===== src/rtl/msg_sender_pkg.sv =====
// msg_sender_pkg
// Shared definitions for the message sender: controller state encoding,
// UART frame geometry and the bit-period divider calculation.
package msg_sender_pkg;

    // Message controller states.
    typedef enum logic [2:0] {
        S_IDLE = 3'd0,
        S_LOAD = 3'd1,
        S_SEND = 3'd2,
        S_WAIT = 3'd3,
        S_DONE = 3'd4
    } sender_state_e;

    // 8N1 frame: start + 8 data + stop.
    localparam int unsigned FRAME_BITS = 10;

    // Clock cycles per serial bit, rounded to the nearest integer.
    function automatic int unsigned calc_div(input int unsigned clk_hz,
                                             input int unsigned baud);
        return (clk_hz + (baud / 32'd2)) / baud;
    endfunction

endpackage


===== src/rtl/uart_tx_core.sv =====
// uart_tx_core
// Bit-level 8N1 transmitter. A byte presented on data with load high while
// ready is high is sent as start(0), data LSB first, stop(1); each bit lasts
// DIV clk12 cycles. ready rises on the edge that ends the stop bit.
// Ports:
//   clk12 - clock, rising edge
//   rst   - asynchronous active-high reset (tx forced high)
//   data  - byte to send, sampled with load
//   load  - start a frame (ignored while a frame is in flight)
//   tx    - serial output, idle high
//   ready - high when no frame is in flight
module uart_tx_core
    import msg_sender_pkg::*;
#(
    parameter int unsigned DIV = 104
) (
    input  logic       clk12,
    input  logic       rst,
    input  logic [7:0] data,
    input  logic       load,
    output logic       tx,
    output logic       ready
);

    localparam logic [15:0] DIV_LAST = 16'(DIV - 1);
    localparam logic [3:0]  LAST_BIT = 4'(FRAME_BITS - 1);

    logic [8:0]  shift_r;
    logic [15:0] div_cnt_r;
    logic [3:0]  bit_cnt_r;
    logic        active_r;
    logic        tx_r;
    logic        ready_r;

    // Frame sequencer: the start bit is driven directly at load, the shift
    // register then holds {stop, data} and feeds one bit per bit period.
    always_ff @(posedge clk12 or posedge rst) begin
        if (rst) begin
            shift_r   <= 9'h1FF;
            div_cnt_r <= 16'd0;
            bit_cnt_r <= 4'd0;
            active_r  <= 1'b0;
            tx_r      <= 1'b1;
            ready_r   <= 1'b1;
        end else if (!active_r) begin
            if (load) begin
                shift_r   <= {1'b1, data};
                tx_r      <= 1'b0;
                active_r  <= 1'b1;
                ready_r   <= 1'b0;
                div_cnt_r <= 16'd0;
                bit_cnt_r <= 4'd0;
            end else begin
                tx_r    <= 1'b1;
                ready_r <= 1'b1;
            end
        end else if (div_cnt_r == DIV_LAST) begin
            div_cnt_r <= 16'd0;
            if (bit_cnt_r == LAST_BIT) begin
                active_r <= 1'b0;
                ready_r  <= 1'b1;
                tx_r     <= 1'b1;
            end else begin
                bit_cnt_r <= bit_cnt_r + 4'd1;
                tx_r      <= shift_r[0];
                shift_r   <= {1'b1, shift_r[8:1]};
            end
        end else begin
            div_cnt_r <= div_cnt_r + 16'd1;
        end
    end

    assign tx    = tx_r;
    assign ready = ready_r;

endmodule


===== src/rtl/msg_uart_sender.sv =====
// msg_uart_sender
// Sends a fixed ASCII message over a UART when triggered by a button press
// (falling edge of the synchronised key_n) or a start pulse. Optional early
// stop on TERM_CHAR (the terminator itself is sent).
// Build option: define MSG_SENDER_REPEAT_EN to add input repeat_msg; while it
// is high a finished message restarts from its first byte without dropping
// busy. (The port cannot be called "repeat": that is a reserved word.)
// Ports:
//   clk12    - clock, rising edge
//   rst      - asynchronous active-high reset
//   key_n    - raw button, idle high
//   start    - synchronous one-cycle trigger
//   tx       - UART TxD, 8N1, idle high
//   busy     - high from accepted trigger until the last stop bit ends
//   done     - one-cycle pulse per completed message
//   sent_cnt - completed message count, wraps
module msg_uart_sender
    import msg_sender_pkg::*;
#(
    parameter int unsigned          CLK_HZ    = 12_000_000,
    parameter int unsigned          BAUD      = 115_200,
    parameter int unsigned          MSG_LEN   = 16,
    parameter logic [8*MSG_LEN-1:0] MESSAGE   = "Hello World!\r\n  ",
    parameter logic [7:0]           TERM_CHAR = 8'h00
) (
    input  logic       clk12,
    input  logic       rst,
    input  logic       key_n,
    input  logic       start,
`ifdef MSG_SENDER_REPEAT_EN
    input  logic       repeat_msg,
`endif
    output logic       tx,
    output logic       busy,
    output logic       done,
    output logic [7:0] sent_cnt
);

    localparam int unsigned DIV      = calc_div(CLK_HZ, BAUD);
    localparam logic [7:0]  LAST_IDX = 8'(MSG_LEN - 1);

    sender_state_e state_r;
    sender_state_e state_nx_s;
    logic [7:0]    idx_r;
    logic [7:0]    idx_nx_s;
    logic          key_meta_r;
    logic          key_sync_r;
    logic          key_prev_r;
    logic [2:0]    fill_r;
    logic          trig_s;
    logic          rep_s;
    logic          last_s;
    logic          busy_nx_s;
    logic          load_s;
    logic          tx_ready_s;
    logic [7:0]    byte_s;
    logic          busy_r;
    logic          done_r;
    logic [7:0]    cnt_r;
    logic [7:0]    msg_mem_s [256];

    // Message ROM, leftmost character at index 0; unused slots read as 0.
    for (genvar g = 0; g < 256; g++) begin : g_rom
        if (g < MSG_LEN) begin : g_used
            assign msg_mem_s[g] = MESSAGE[8*(MSG_LEN-1-g) +: 8];
        end else begin : g_pad
            assign msg_mem_s[g] = 8'h00;
        end
    end

    assign byte_s = msg_mem_s[idx_r];

`ifdef MSG_SENDER_REPEAT_EN
    assign rep_s = repeat_msg;
`else
    assign rep_s = 1'b0;
`endif

    // Key synchroniser plus edge history. fill_r keeps edge detection off
    // until every stage holds a real sample, so a key already held low
    // through reset does not look like a fresh press.
    always_ff @(posedge clk12 or posedge rst) begin
        if (rst) begin
            key_meta_r <= 1'b1;
            key_sync_r <= 1'b1;
            key_prev_r <= 1'b1;
            fill_r     <= 3'b000;
        end else begin
            key_meta_r <= key_n;
            key_sync_r <= key_meta_r;
            key_prev_r <= key_sync_r;
            fill_r     <= {fill_r[1:0], 1'b1};
        end
    end

    assign trig_s = start | (fill_r[2] & key_prev_r & ~key_sync_r);
    assign last_s = (idx_r == LAST_IDX) ||
                    ((TERM_CHAR != 8'h00) && (byte_s == TERM_CHAR));
    assign load_s = (state_r == S_LOAD);

    // Next-state logic. WAIT -> LOAD plus the LOAD cycle itself give the two
    // idle tx cycles between characters of one message.
    always_comb begin
        state_nx_s = state_r;
        idx_nx_s   = idx_r;
        case (state_r)
            S_IDLE: begin
                if (trig_s) begin
                    state_nx_s = S_LOAD;
                    idx_nx_s   = 8'd0;
                end else begin
                    state_nx_s = S_IDLE;
                end
            end
            S_LOAD: state_nx_s = S_SEND;
            S_SEND: begin
                if (!tx_ready_s) begin
                    state_nx_s = S_WAIT;
                end else begin
                    state_nx_s = S_SEND;
                end
            end
            S_WAIT: begin
                if (!tx_ready_s) begin
                    state_nx_s = S_WAIT;
                end else if (last_s) begin
                    state_nx_s = S_DONE;
                end else begin
                    state_nx_s = S_LOAD;
                    idx_nx_s   = idx_r + 8'd1;
                end
            end
            S_DONE: begin
                if (rep_s) begin
                    state_nx_s = S_LOAD;
                    idx_nx_s   = 8'd0;
                end else begin
                    state_nx_s = S_IDLE;
                end
            end
            default: begin
                state_nx_s = S_IDLE;
                idx_nx_s   = 8'd0;
            end
        endcase
    end

    // busy drops on entry to DONE unless the message is about to restart.
    always_comb begin
        busy_nx_s = 1'b0;
        if (state_nx_s == S_IDLE) begin
            busy_nx_s = 1'b0;
        end else if (state_nx_s == S_DONE) begin
            busy_nx_s = rep_s;
        end else begin
            busy_nx_s = 1'b1;
        end
    end

    // State, index and registered status outputs.
    always_ff @(posedge clk12 or posedge rst) begin
        if (rst) begin
            state_r <= S_IDLE;
            idx_r   <= 8'd0;
            busy_r  <= 1'b0;
            done_r  <= 1'b0;
            cnt_r   <= 8'd0;
        end else begin
            state_r <= state_nx_s;
            idx_r   <= idx_nx_s;
            busy_r  <= busy_nx_s;
            done_r  <= (state_nx_s == S_DONE);
            if (state_nx_s == S_DONE) begin
                cnt_r <= cnt_r + 8'd1;
            end else begin
                cnt_r <= cnt_r;
            end
        end
    end

    uart_tx_core #(
        .DIV (DIV)
    ) u_tx (
        .clk12 (clk12),
        .rst   (rst),
        .data  (byte_s),
        .load  (load_s),
        .tx    (tx),
        .ready (tx_ready_s)
    );

    assign busy     = busy_r;
    assign done     = done_r;
    assign sent_cnt = cnt_r;

endmodule


===== config.mk =====
export PLATFORM = sky130hd
export DESIGN_NAME = msg_uart_sender
export DESIGN_NICKNAME = d
export VERILOG_FILES = /design/src/rtl/msg_sender_pkg.sv /design/src/rtl/uart_tx_core.sv /design/src/rtl/msg_uart_sender.sv
export SDC_FILE = /design/constraint.sdc
export NUM_CORES = 1
export LEC_CHECK = 0
export ABC_AREA = 1
export CELL_PAD_IN_SITES_DETAIL_PLACEMENT = 1
export CELL_PAD_IN_SITES_GLOBAL_PLACEMENT = 2
export CORE_ASPECT_RATIO = 1.4
export CORE_MARGIN = 1.5
export CORE_UTILIZATION = 35
export DETAILED_ROUTE_END_ITERATION = 8
export PLACE_DENSITY = 0.76
export REMOVE_ABC_BUFFERS = 1
export SETUP_SLACK_MARGIN = 0.5
export SYNTH_ARGS = -nofsm -noshare
export SYNTH_HDL_FRONTEND = slang
export SYNTH_HIERARCHICAL = 1
export SYNTH_SLANG_ARGS = --single-unit
export TNS_END_PERCENT = 20

===== constraint.sdc =====
create_clock -name clk12 -period 1.8 [get_ports clk12]
set_input_delay 0.54 -clock clk12 [delete_from_list [all_inputs] [get_ports clk12]]
set_output_delay 0.54 -clock clk12 [all_outputs]
set_load 0.03 [all_outputs]

* After elaboration in Yosys (flattened, before gate mapping)
Memories as Yosys holds them, arrays and structs flattened. Index checks and enable logic that the tools add are counted.
Cells by class: $add $sub $neg 4, magnitude comparators 1, eq/ne operators 14, mux-type cells 35, bitwise logic cells 6, reduce and logical (&&, ||, !) cells 7
Operator list (number):
- $mux 16 | 3
- $mux 8 | 5
- $mux 9 | 4
- $pmux 8 s3 | 1
- $add 16x1->16 const B | 1
- $add 8x1->8 const B | 2
- $eq 16x7->1 const B | 1
- $mux 4 | 4
- $mux 1 | 15
- $pmux 3 s4 | 1
- $ne 2x2->1 const B | 5
- $ge 9x9->1 const B | 1
- $not 8->9 | 1
- $eq 8x4->1 const B | 1
- $eq 3x2->1 const B | 2
- $eq 3x3->1 const B | 2
- $logic_not 3->1 | 2
- $mux 3 | 2
- $add 4x1->4 const B | 1
- $eq 4x4->1 const B | 1
- $reduce_and 4->1 | 1
- $eq 3x1->1 const B | 1
- $reduce_and 3->1 | 1
- $reduce_or 3->1 | 1
- 6 further kinds | 8
Storage, ports and cells: register bits after elaboration 59, memory bits (read-only) 2048, bits of input ports 4, output and inout bits 11, word-level logic and storage cells 83, memories 1
Memory list:
- (name not given) | words 256, bits a word 8, read ports 1, clocked after memory_dff 0, wr ports 0, RTL line msg_uart_sender.sv:71 | assign byte_s = msg_mem_s[idx_r];

* Longest topological paths before layout
Gate-level depths: netlist of run 1.
depth after elaboration 8, depth in mapped cells 11, mapped depth without buffers 10

* By module
Netlist of run 1, hierarchy kept.
Modules (own cells, without submodules):
- uart_tx_core | times used 1, cells each 261, area each 1848.0 µm², seq. area each 788.3 µm²
- msg_uart_sender | times used 1, cells each 217, area each 1647.8 µm², seq. area each 679.4 µm²

* Worst setup path after synthesis of run 1
Ideal clock, no wire load.
path kind register to register, start reg u_tx.div_cnt_r[0], end reg u_tx.shift_r[5], library setup time 76 ps, arrival time 1342 ps, required time 1724 ps, slack 382 ps, stages on the path, launching flop included 12, path buffers 2, clock period less this slack 1418 ps, cells stage by stage dfrtp_1 ha_1 nand2_2 clkinv_1 nand2_1 nor2_1 nand2_2 nand2_2 buf_6 buf_12 nand3_1 nand2_1
Between the ends: cells in the longest elaborated chain, start to end 3
Ends and longest elaborated chain:
- from (decl) | RTL line uart_tx_core.sv:29 | logic [15:0] div_cnt_r;
- from (signal assigned) | RTL line uart_tx_core.sv:69 | div_cnt_r <= div_cnt_r + 16'd1;
- $eq 16x7->1 | RTL line uart_tx_core.sv:57 | end else if (div_cnt_r == DIV_LAST) begin
- $ne 2x2->1 (no source line)
- $reduce_and 3->1 (no source line)
- to (signal assigned) | RTL line uart_tx_core.sv:47 | shift_r <= {1'b1, data};
- to (signal assigned) | RTL line uart_tx_core.sv:66 | shift_r <= {1'b1, shift_r[8:1]};
- to (decl) | RTL line uart_tx_core.sv:28 | logic [8:0] shift_r;
Every way passes these cells. A chain may end at the register's enable or synchronous reset.

* Worst setup path in the final report of run 1
start reg u_tx.tx_r (netlist: u_tx/tx), end out tx
RTL lines:
- from (decl) | RTL line uart_tx_core.sv:32 | logic tx_r;
- from (signal assigned) | RTL line uart_tx_core.sv:65 | tx_r <= shift_r[0];
- to (decl) | RTL line msg_uart_sender.sv:33 | output logic tx,
No word-level cell between the ends.

==> results of run 1 <==
## cell families (layout without fill, tap and decap cells)
group | after synthesis | after routing
compound gates | 34 | 34
xor+xnor | 10 | 10
other cells | 2 | 2
flops | 58 | 58
fa+ha+maj | 12 | 12
simple gates | 298 | 298
buf+inv | 64 | 130
## how the worst min path moves through the flow
stage,start,end,depth (start not counted)
final,fill_r[0],fill_r[1],0
after global routing,key_meta_r,key_sync_r,0
after CTS,fill_r[1],fill_r[2],0
after detailed placement,fill_r[1],fill_r[2],0
after global placement,fill_r[0],fill_r[1],0
after floorplan,fill_r[0],fill_r[1],0
## power breakdown
group	switching [mW]	leakage, nW	internal, mW	total [mW]
Clock	0.611	0.166	1.34	1.95
Sequential	0.00352	0.721	1.32	1.32
Combinational	0.0339	1.34	0.0178	0.0517
## what timing repair did
action                                  CTS  global route
buffers inserted                         10            15
gates cloned                              1             1
hold endpoints to repair                  0             0
resized for setup                        88            45
endpoints found under the setup margin   62            62
pin swaps                                 4            13
## flip-flops by register name, summed over array words and instances (netlist names), 3 cells and up
register / cells
u_tx/div_cnt_r: 16
idx_r: 8
u_tx/bit_cnt_r: 4
u_tx/shift_r: 8
sent_cnt: 8
state_r: 3
fill_r: 3
## final cells by class
cell class / count / share of cell area
well taps: 135 / 0.03668
clock buffers: 10 / 0.04973
inverters: 53 / 0.04592
repair inverters: 1 / 0.001087
flip-flops and latches: 58 / 0.3198
repair buffers: 60 / 0.1215
multi-input cells: 356 / 0.4024
clock inverters: 6 / 0.02283
## cell usage after synthesis, types with 2 or more instances
cell,number,area (um^2)
clkbuf_1,2,7.510
nand3b_1,2,15.01
nand2_1,175,656.9
dfrtp_1,45,1126
o22ai_1,2,12.51
inv_1,50,187.7
o21bai_1,3,22.52
nor2_1,45,168.9
ha_1,12,150.1
nor2_2,3,18.77
nand3_1,42,210.2
nor3_1,3,15.01
nor2_4,4,45.04
nand2_2,7,43.79
o21ai_0,19,95.09
conb_1,2,7.510
xor2_1,7,61.31
nand3_2,2,20.02
buf_4,2,15.01
nand4_1,13,81.33
buf_6,3,33.78
dfstp_2,13,341.6
xnor2_1,3,26.28
a21oi_1,6,30.03
## routing by layer
layer,up-vias,GRT usage,part of all wire
li1,1631,-,-
met1,1570,0.2307,0.43
met2,21,0.3346,0.53
met3,12,0.03810,0.019
met4,0,0.07540,0.017
met5,-,0,0
==> flow_summary.yaml, run 1 <==
clocking:
  clk_pin_slew_ns: 0.05
  clkSinkCount: 58
  cts_tree: "yes"
  ctsRootBufferMaster: "clkbuf_16"
  clock_latency_ns: 0.33
  clockBufferDepth: 2
  ctsHtreeMaxLevel: 3
  hold_buffers: 0
  numCtsBuffers: 9
logic_synthesis:
  async_flop_share: 1.000
  avgSynthCellArea_um2: 7.314
  ys_seq_elements: 58
  synthCells: 478
  yosysWarnings: 6
  synth_compound_area_frac: 0.05476
  synth-xor-area-share: 0.02505
  synth-simple-area-share: 0.3694
  synth_edf_count: 0
  yosysSeqAreaShare: 0.4198
  synth_top_family_by_area: "simple AND/OR/NAND/NOR gates"
  yosys-mux-area-fraction: 0
  synth_cell_types: 37
  ys.flop_type: "dfrtp_1"
  syn_area_mm2: 0.003496
  synthAdderAreaFrac: 0.04295
timing:
  hold-worst-slack_ns: 0.3519
  finalCriticalPeriod_ns: 1.529
  fin_tns_setup_ns: 0
  finClkSkew_ns: 0.005634
  grt_setup_unrepaired: "yes"
  final-setup-viol-count: 0
  fin_ws_ns: 0.2707
  finalCritPeriodShare: 0.8496
  fmax_mhz: 653.9
  final_max_slew_viol_count: 0
  hold_viol: 0
floorplanning:
  die_w_um: 87.47
  num_rows: 43
  die_y_um: 121.3
  boundaryPins: 15
  dieArea_mm2: 0.01061
  core_mm2: 0.009792
  initial_core_util: 0.3570
setup_path:
  crit_family: "flip-flops"
  ff2ff_setup_slack_ns: 0.30
  cp.arrival_ns: 0.99
  crit_end: "tx"
  crit_start: "u_tx/tx"
  cp_cell_sequence: "buf_6"
  end_kind: "primary output"
  path_class: "reg2out"
  worst_setup_path_start_kind: "flip-flop"
  cpPeakStageDelay_ns: 0.53
  crit_path_top_delay_cell: "dfstp_2"
  r2r_end: "idx_r[4]"
  r2r_start: "state_r[2]"
  crit_cells: 1
  worst_ep_required_time_ns: 1.26
  worst_r2r_path_depth: 8
  worstPathMaxFanout: 2
  path_buf_inv: 1
routing:
  ant_nets: 0
  first_pass_iters: 4
  wl_per_cell_um: 14.01
  vias: 3234
  drt-initial-drc-count: 129
  via_per_inst: 4.763
  drt_wl_total_mm: 9.512
  drc_errors: 0
placement:
  port-buffer-count: 14
  pre_cts_ws_ns: 0.08005
  placed_cell_area_mm2: 0.003892
  dp_cells: 636
  routabilityCongestion: 0.7524
  dp_hpwl_mm: 6.401
run:
  max_cap_violations: 0
layout:
  n_fill_cell: 1220
  nets: 555
  layout-drive-gt1-share: 0.2500
  regArea_mm2: 0.001473
  multi_input_comb_area_mm2: 0.001853
  instances_no_fill: 679
  final_cell_mix: "nand2_1, inv_1, nor2_1, nand3_1, dfrtp_1"
  layout_commonest_cell: "nand2_1"
  diodes: 0
  stdcell_area_mm2: 0.004604
  area_delta_synth_final_pct: 31.71
  finish.utilization: 0.4702
global_routing:
  grt_pass1_wl_mm: 15.82
  grt_pass1_vias: 3286
  grt_max_degree: 32
  antenna_found_initial: 0
  grt_usage: 0.1929
  grt_overflow: 0
outcome:
  run_status: "complete, no violations"
pwr:
  powerDensity_mw_per_mm2: 722.7
  cellLeakagePower_nw: 2.227
  ir_drop_uv: 447.2
  p_total_mw: 3.328
hold_path:
  min_path_type: "reg2reg"
(Power assumes the default switching activity.)
==> run 2: changes to the inputs <==
--- a/config.mk
+++ b/config.mk
@@ -10,9 +10,9 @@
 export CELL_PAD_IN_SITES_GLOBAL_PLACEMENT = 2
 export CORE_ASPECT_RATIO = 1.4
 export CORE_MARGIN = 1.5
-export CORE_UTILIZATION = 35
+export CORE_UTILIZATION = 32
 export DETAILED_ROUTE_END_ITERATION = 8
-export PLACE_DENSITY = 0.76
+export PLACE_DENSITY = 0.73
 export REMOVE_ABC_BUFFERS = 1
 export SETUP_SLACK_MARGIN = 0.5
 export SYNTH_ARGS = -nofsm -noshare
==> constraint.sdc (replaced) <==
create_clock -name clk12 -period 1.32 [get_ports clk12]
set_input_delay 0.396 -clock clk12 [delete_from_list [all_inputs] [get_ports clk12]]
set_output_delay 0.396 -clock clk12 [all_outputs]
set_load 0.03 [all_outputs]
==> run 2 against run 1 <==
The run now ends with setup timing left. Register-to-register slack worse by 0.42 ns. Die area is 9.1% higher. Critical path depth is 8 higher. Sequential cell count stayed put. Largest cell class unchanged. Highest routed layer unchanged.
==> flow_summary.yaml, run 2 (same netlist as run 1, synthesis figures left out) <==
layout:
  finish.utilization: 0.4641
  largest_register_ff_count: 16
  nets: 591
  n_fill_cell: 1343
  diodes: 0
  final_cell_mix: "nand2_1, buf_4, inv_1"
  instances_no_fill: 721
  layout-drive-gt1-share: 0.3569
  regMostFlops: "u_tx/div_cnt_r"
  area_delta_synth_final_pct: 42.77
  layout_commonest_cell: "nand2_1"
setup_path:
  cp.arrival_ns: 1.70
  crit_path_frequent_cell: "nand2_1"
  worstPathMaxFanout: 5
  cp_cell_sequence: "buf_4, buf_4, ha_2, a21oi_2, nor2_1, nand2_1, nand2_1, nand3_1, nand2_1"
  worst_r2r_path_depth: 9
  r2r_start: "idx_r[0]"
  crit_path_top_delay_cell: "dfrtp_2"
  cpPeakStageDelay_ns: 0.47
  end_kind: "flip-flop"
  worst_ep_required_time_ns: 1.58
  ff2ff_setup_slack_ns: -0.12
  path_class: "reg2reg"
  r2r_end: "u_tx/shift_r[0]"
  worst_setup_path_start_kind: "flip-flop"
clocking:
  clockBufferDepth: 2
  ctsRootBufferMaster: "clkbuf_16"
  clk_pin_slew_ns: 0.05
  clock_latency_ns: 0.33
  clkSinkCount: 58
  ctsHtreeMaxLevel: 3
  hold_buffers: 0
  numCtsBuffers: 9
  cts_tree: "yes"
placement:
  dp_hpwl_mm: 7.310
  routabilityCongestion: 0.7923
  dp_cells: 695
  port-buffer-count: 14
  pre_cts_ws_ns: -0.2914
global_routing:
  grt_pass1_wl_mm: 16.97
  grt_overflow: 0
  antenna_found_initial: 0
  grt_usage: 0.1880
  grt_pass1_vias: 3686
  grt_max_degree: 32
routing:
  first_pass_iters: 4
  drt_wl_total_mm: 10.03
  vias: 3389
  ant_nets: 0
  drc_errors: 0
  via_per_inst: 4.700
  wl_per_cell_um: 13.91
  drt-initial-drc-count: 88
pwr:
  cellLeakagePower_nw: 2.419
  p_total_mw: 4.067
  powerDensity_mw_per_mm2: 814.9
  ir_drop_uv: 846.8
floorplanning:
  initial_core_util: 0.3251
  die_w_um: 91.34
  boundaryPins: 15
  die_y_um: 126.7
  dieArea_mm2: 0.01157
  core_mm2: 0.01075
  num_rows: 45
hold_path:
  min_path_type: "reg2reg"
  min_path_cells: 0
  hp-start: "key_meta_r"
  hold_path_end: "key_sync_r"
timing:
  hold_viol: 0
  hold-worst-slack_ns: 0.3569
  grt_setup_unrepaired: "yes"
  final_max_slew_viol_count: 0
  fmax_mhz: 695.1
  finalCriticalPeriod_ns: 1.439
  finalCritPeriodShare: 1.090
  finClkSkew_ns: 0.005592
  fin_ws_ns: -0.1187
  final-setup-viol-count: 41
run:
  max_cap_violations: 0
outcome:
  violations: "setup timing"
  run_status: "finished with violations"
run 2: power breakdown:
group,internal [mW],total [mW],switching (mW),leakage (nW)
clock,1.41,2.19,0.774,0.143
sequential,1.80,1.80,0.00573,0.717
combinational,0.0270,0.0737,0.0467,1.56
total,3.24,4.07,0.826,2.42
run 2: how the worst max path moves through the flow:
stage | cells past startpoint | endpoint | start | slack (ns)
global route | 11 | u_tx/bit_cnt_r[2] | u_tx/div_cnt_r[0] | -0.21
detailed placement | 8 | idx_r[4] | start | -0.29
finish | 9 | u_tx/shift_r[0] | idx_r[0] | -0.12
global placement | 8 | idx_r[7] | start | -0.23
CTS | 10 | u_tx/shift_r[2] | idx_r[0] | -0.12
floorplan | 6 | u_tx/bit_cnt_r[0] | u_tx/active_r | -0.37
run 2: layer usage:
metal / GRT usage / part of all wire / vias up / routed length, um
met3: 0.02818 / 0.016 / 19 / 161
met2: 0.3679 / 0.57 / 30 / 5716
li1: - / - / 1698 / -
met1: 0.1907 / 0.39 / 1642 / 3900
met5: 0 / 0 / - / 0
met4: 0.08915 / 0.025 / 0 / 250
run 2: layout make-up:
type,count,area [um^2],area share
Inverter,53,211.5,0.04237
Timing Repair Buffer,96,832.0,0.1667
Sequential cell,58,1475,0.2956
Clock inverter,2,10.01,0.002006
Timing Repair inverter,1,8.758,0.001755
Tap cell,141,176.4,0.03535
Multi-Input combinational cell,356,2003,0.4014
Clock buffer,14,274.0,0.05490
run 2: timing repair:
| action | in CTS | in global routing |
|---|---|---|
| buffers inserted | 3 | 6 |
| cloned | 1 | 0 |
| hold endpoints to repair | 0 | 0 |
| resized for setup | 67 | 52 |
| pin swaps | 22 | 25 |
| endpoints found under the setup margin | 63 | 63 |
run 2: stage by stage:
step | instance area, um^2 | TNS [ns]
global placement | 4258 | -5.785
floorplan | 3396 | -6.724
global route | 4991 | -6.549
finish | 4991 | -2.395
CTS | 4791 | -2.581
detailed placement | 4258 | -7.172
run 2: worst max-delay path, delay by kind of cell, from the launching register on:
family,cells,cell delay (ns)
flip-flops,1,0.47
AND/OR/NAND/NOR,5,0.30
buffers and inverters,2,0.29
adder cells (fa/ha/maj),1,0.19
AO/OA/AOI/OAI,1,0.13
==> RTL edit 1 (settings of run 2) <==
Make the reset (`rst`) synchronous in 3 clocked blocks. Comments in the files are not updated.
--- a/src/rtl/uart_tx_core.sv
+++ b/src/rtl/uart_tx_core.sv
@@ -34,7 +34,7 @@
 
     // Frame sequencer: the start bit is driven directly at load, the shift
     // register then holds {stop, data} and feeds one bit per bit period.
-    always_ff @(posedge clk12 or posedge rst) begin
+    always_ff @(posedge clk12) begin
         if (rst) begin
             shift_r   <= 9'h1FF;
             div_cnt_r <= 16'd0;
--- a/src/rtl/msg_uart_sender.sv
+++ b/src/rtl/msg_uart_sender.sv
@@ -79,7 +79,7 @@
     // Key synchroniser plus edge history. fill_r keeps edge detection off
     // until every stage holds a real sample, so a key already held low
     // through reset does not look like a fresh press.
-    always_ff @(posedge clk12 or posedge rst) begin
+    always_ff @(posedge clk12) begin
         if (rst) begin
             key_meta_r <= 1'b1;
             key_sync_r <= 1'b1;
@@ -158,7 +158,7 @@
     end
 
     // State, index and registered status outputs.
-    always_ff @(posedge clk12 or posedge rst) begin
+    always_ff @(posedge clk12) begin
         if (rst) begin
             state_r <= S_IDLE;
             idx_r   <= 8'd0;
Formal check against the unedited RTL: differs if rst is asserted again (counterexample within 4 cycles, from zero or initial values and one cycle with rst high); with rst held inactive, the same outputs for 10 cycles.
==> RTL edit 1 against run 2 <==
The run still ends with setup timing left; highest routed layer unchanged; synthesized cell count rose by 3.1%; wire length up 5.1%; synthesized area shrank 4.2%; design area increased by 0.70%; critical endpoint is now u_tx/shift_r[1]; sequential cell count is the same; worst setup slack gained 0.047 ns; critical path type unchanged.
Power is not compared: it rests on default switching activity, and its combinational part moved more than twofold at a synthesized area within 25%.
==> RTL edit 1: results <==
[detailed_routing]
dr.pass1.iters = 4
drc = 0
drt_iter0_drc = 85
wl_per_cell_um = 14.5
wl_met3_um = 155
met2_wirelength_mm = 6.09
route.top_layer_used = "met4"
wl_met1_mm = 4.09
viasPerCell = 4.81

[layout]
largest_register_ffs = 16
final_nets = 598
fin_util = 0.488
nFillCells = 1300
diodes = 0
top_register = "u_tx/div_cnt_r"
drive_above_1_share = 0.412

[pwr]
power.leakage_nw = 2.10
peakVddDrop_uv = 594

[sta]
whs_ns = 0.365
skew_ns = 0.00671
setup_viol = 29
setup_ws_ns = -0.0717

[synthesis]
ys_top_cells_by_area = "dfxtp_1 (35%), nand2_1 (16%), nand3_1 (7.8%)"
synth_top_cells_by_count = "nand2_1 (141), dfxtp_1 (58), nand3_1 (52)"
yosysSeqAreaShare = 0.347
ys_warn_count = 6
async_flop_share = 0
synthFlopType = "dfxtp_1"
synth.distinct_cells = 37

[run_status]
violations = "setup timing"
status = "finished with violations"

[cts]
numCtsBuffers = 9
clk_latency_ns = 0.33
clk_path_buf_depth = 2
cts-root-buf = "clkbuf_16"
clk_pin_slew_ns = 0.05
cts_max_level = 3

[worst_setup_path]
arrival_ns = 1.59
cp_slowest_cell = "dfxtp_2"
critPathKind = "flop to flop"
rr_startpoint = "u_tx/div_cnt_r[0]"
crit_path_max_incr_delay_ns = 0.35
crit_fanout = 8

[global_route]
grt_pass1_vias = 3629
antenna_found_initial = 0
grt_max_degree = 17
grtUsageTotal = 0.197
grt_pass1_wl_mm = 16.9

[placement]
dp_hpwl_mm = 7.42
place_area_um2 = 4090
numPortBuffers = 14
routabilityCongestion = 0.757

[worst_hold_path]
hp-class = "input port to flop"
min_from = "rst"
-- RTL edit 1: metal layers --
layer | up-vias | global-route usage
li1 | 1757 | -
met2 | 21 | 0.380
met4 | 0 | 0.0635
met5 | - | 0
met1 | 1697 | 0.213
met3 | 15 | 0.0318
-- RTL edit 1: worst max-delay path, delay by kind of cell (launching register included) --
kind / cells / cell delay, ns
buffers and inverters: 1 / 0.06
adders and majority gates: 1 / 0.15
DFF: 1 / 0.35
and+or+nand+nor: 8 / 0.68
-- RTL edit 1: cells by family after synthesis --
logic type,synth area share
XOR/XNOR,0.0288
adder cells (fa/ha/maj),0.0448
other,0.00112
AND/OR/NAND/NOR,0.395
flip-flops,0.347
buffers and inverters,0.0818
AO/OA/AOI/OAI,0.101
-- RTL edit 1: where the power goes --
group | switching [mW] | internal [mW] | total, mW
Combinational | 0.725 | 0.540 | 1.26
Sequential | 0.0901 | 1.86 | 1.95
Clock | 0.838 | 2.08 | 2.92
-- RTL edit 1: repair_timing --
| action | 4_1_cts | 5_1_grt |
|---|---|---|
| resized for setup | 64 | 73 |
| buffers inserted | 5 | 2 |
| cloned | 2 | 0 |
| pin swaps | 34 | 30 |
| endpoints found under the setup margin | 64 | 64 |
-- RTL edit 1: final cells by class --
cell class                      instances  share of cell area
Multi-Input combinational cell        373               0.458
Tap cell                              138              0.0344
Sequential cell                        58               0.237
Inverter                               48              0.0371
Clock buffer                           11              0.0483
Timing Repair Buffer                   92               0.160
Clock inverter                          5              0.0249
-- RTL edit 1: path summary, 6_finish.rpt --
kind | endpoint | depth (start not counted)
setup / recovery | u_tx/shift_r[1] | 10
hold / removal | sent_cnt[1] | 2
setup reg to reg | u_tx/shift_r[1] | 10
hold reg to reg | fill_r[1] | 2
-- RTL edit 1: stage by stage --
step	setup slack (ns)	setup TNS, ns	instances
floorplan	-0.504	-9.48	477
global placement	-0.373	-6.25	700
detailed placement	-0.400	-7.21	700
CTS	-0.0600	-1.40	723
global route	-0.172	-4.21	725
finish	-0.0717	-0.953	725
==> RTL edit 2 (settings of run 2) <==
Made on the original files. Change the parameter `BAUD` from 115_200 to 57_600.
--- a/src/rtl/msg_uart_sender.sv
+++ b/src/rtl/msg_uart_sender.sv
@@ -18,7 +18,7 @@
     import msg_sender_pkg::*;
 #(
     parameter int unsigned          CLK_HZ    = 12_000_000,
-    parameter int unsigned          BAUD      = 115_200,
+    parameter int unsigned          BAUD      = 57_600,
     parameter int unsigned          MSG_LEN   = 16,
     parameter logic [8*MSG_LEN-1:0] MESSAGE   = "Hello World!\r\n  ",
     parameter logic [7:0]           TERM_CHAR = 8'h00
Check against the original RTL: same outputs for any inputs over 4 cycles, from zero or initial values and one cycle with rst high; that may be too few to reach the edited logic, so the function may still have changed.
==> RTL edit 2 against run 2 <==
The run still ends with setup timing left; worst setup slack worse by 0.020 ns; total power up 3.4%; core utilization up 0.70 points; worst hold slack worse by 0.011 ns; global-route usage down 0.071 points; sequential cell count unchanged; design area up 2.0%; critical path depth unchanged; sequential share of layout area down 0.54 points; clock skew up 0.0023 ns; synthesized area up 1.3%; wire length up 1.6%; critical endpoint unchanged.
==> RTL edit 2: results <==
[sta]
finalSetupTns_ns = -2.15
setup_viol = 35
whs_ns = 0.346
skew_ns = 0.00784
setup_ws_ns = -0.139

[global_route]
grt_pass1_vias = 3811
grt_pass1_wl_mm = 17.4
grtUsageTotal = 0.187

[cts]
clk_pin_slew_ns = 0.05
postCtsSetupBuffers = 4
cts_resized = 51
cts-root-buf = "clkbuf_16"
clk_path_buf_depth = 2
clk_latency_ns = 0.33

[placement]
numPortBuffers = 14
dp_hpwl_mm = 7.28
place_ws_ns = -0.318

[synthesis]
synth.distinct_cells = 36
synth_xor_area_frac = 0.0247
synth.mux.area_fraction = 0
yosys.area_share.adder = 0.0424
ys_top_cells_by_area = "dfrtp_1 (32%), nand2_1 (18%), dfstp_2 (9.6%)"
yosysSeqAreaShare = 0.414
synth_top_cells_by_count = "nand2_1 (174), inv_1 (46), dfrtp_1 (45)"
synth-compound-area-share = 0.0572

[detailed_routing]
routed_wl_mm = 10.2
dr_total_vias = 3414
drt_iter0_drc = 98
dr.pass1.iters = 4

[run_status]
violations = "setup timing"
status = "finished with violations"

[layout]
clockNetworkAreaShare = 0.0575
largest_register_ffs = 16
final-seq-area_um2 = 1480
multi_input_area_share = 0.414
drive_above_1_share = 0.366
inv_count = 50
final_nets = 587
nFillCells = 1342
nClkBuffers = 11
buf_share = 0.163
n_all_buffers = 93
multi_input_gates = 359

[worst_setup_path]
cp_slowest_cell = "dfrtp_2"
crit_fanout = 5
worstRegToRegCells = 9
arrival_ns = 1.72
timing.rr.end = "u_tx/shift_r[0]"

[worst_hold_path]
min_from = "fill_r[0]"
hold_end = "fill_r[1]"

[pwr]
peakVddDrop_uv = 612
power.leakage_nw = 2.39
[RTL edit 2: where the power goes]
group / switching (mW) / internal, mW
clock: 0.798 / 1.53
sequential: 0.00555 / 1.80
combinational: 0.0460 / 0.0247
[RTL edit 2: worst max-delay path by stage]
| stage | startpoint | to |
|---|---|---|
| floorplan | state_r[1] | u_tx/bit_cnt_r[2] |
| global placement | state_r[0] | u_tx/div_cnt_r[9] |
| detailed placement | start | idx_r[3] |
| CTS | idx_r[0] | u_tx/shift_r[2] |
| global route | idx_r[0] | u_tx/shift_r[2] |
| finish | idx_r[0] | u_tx/shift_r[0] |
[RTL edit 2: metal layers]
metal | GRT usage | routed length, um
met1 | 0.203 | 4170
met2 | 0.359 | 5610
met3 | 0.0244 | 174
met4 | 0.0796 | 241
met5 | 0 | 0
[RTL edit 2: stage by stage]
step,cell area (um2),std cells
3_3_place_gp,4340,695
5_1_grt,5090,715
6_report,5090,715
3_5_place_dp,4340,695
2_1_floorplan,3460,466
4_1_cts,4850,714
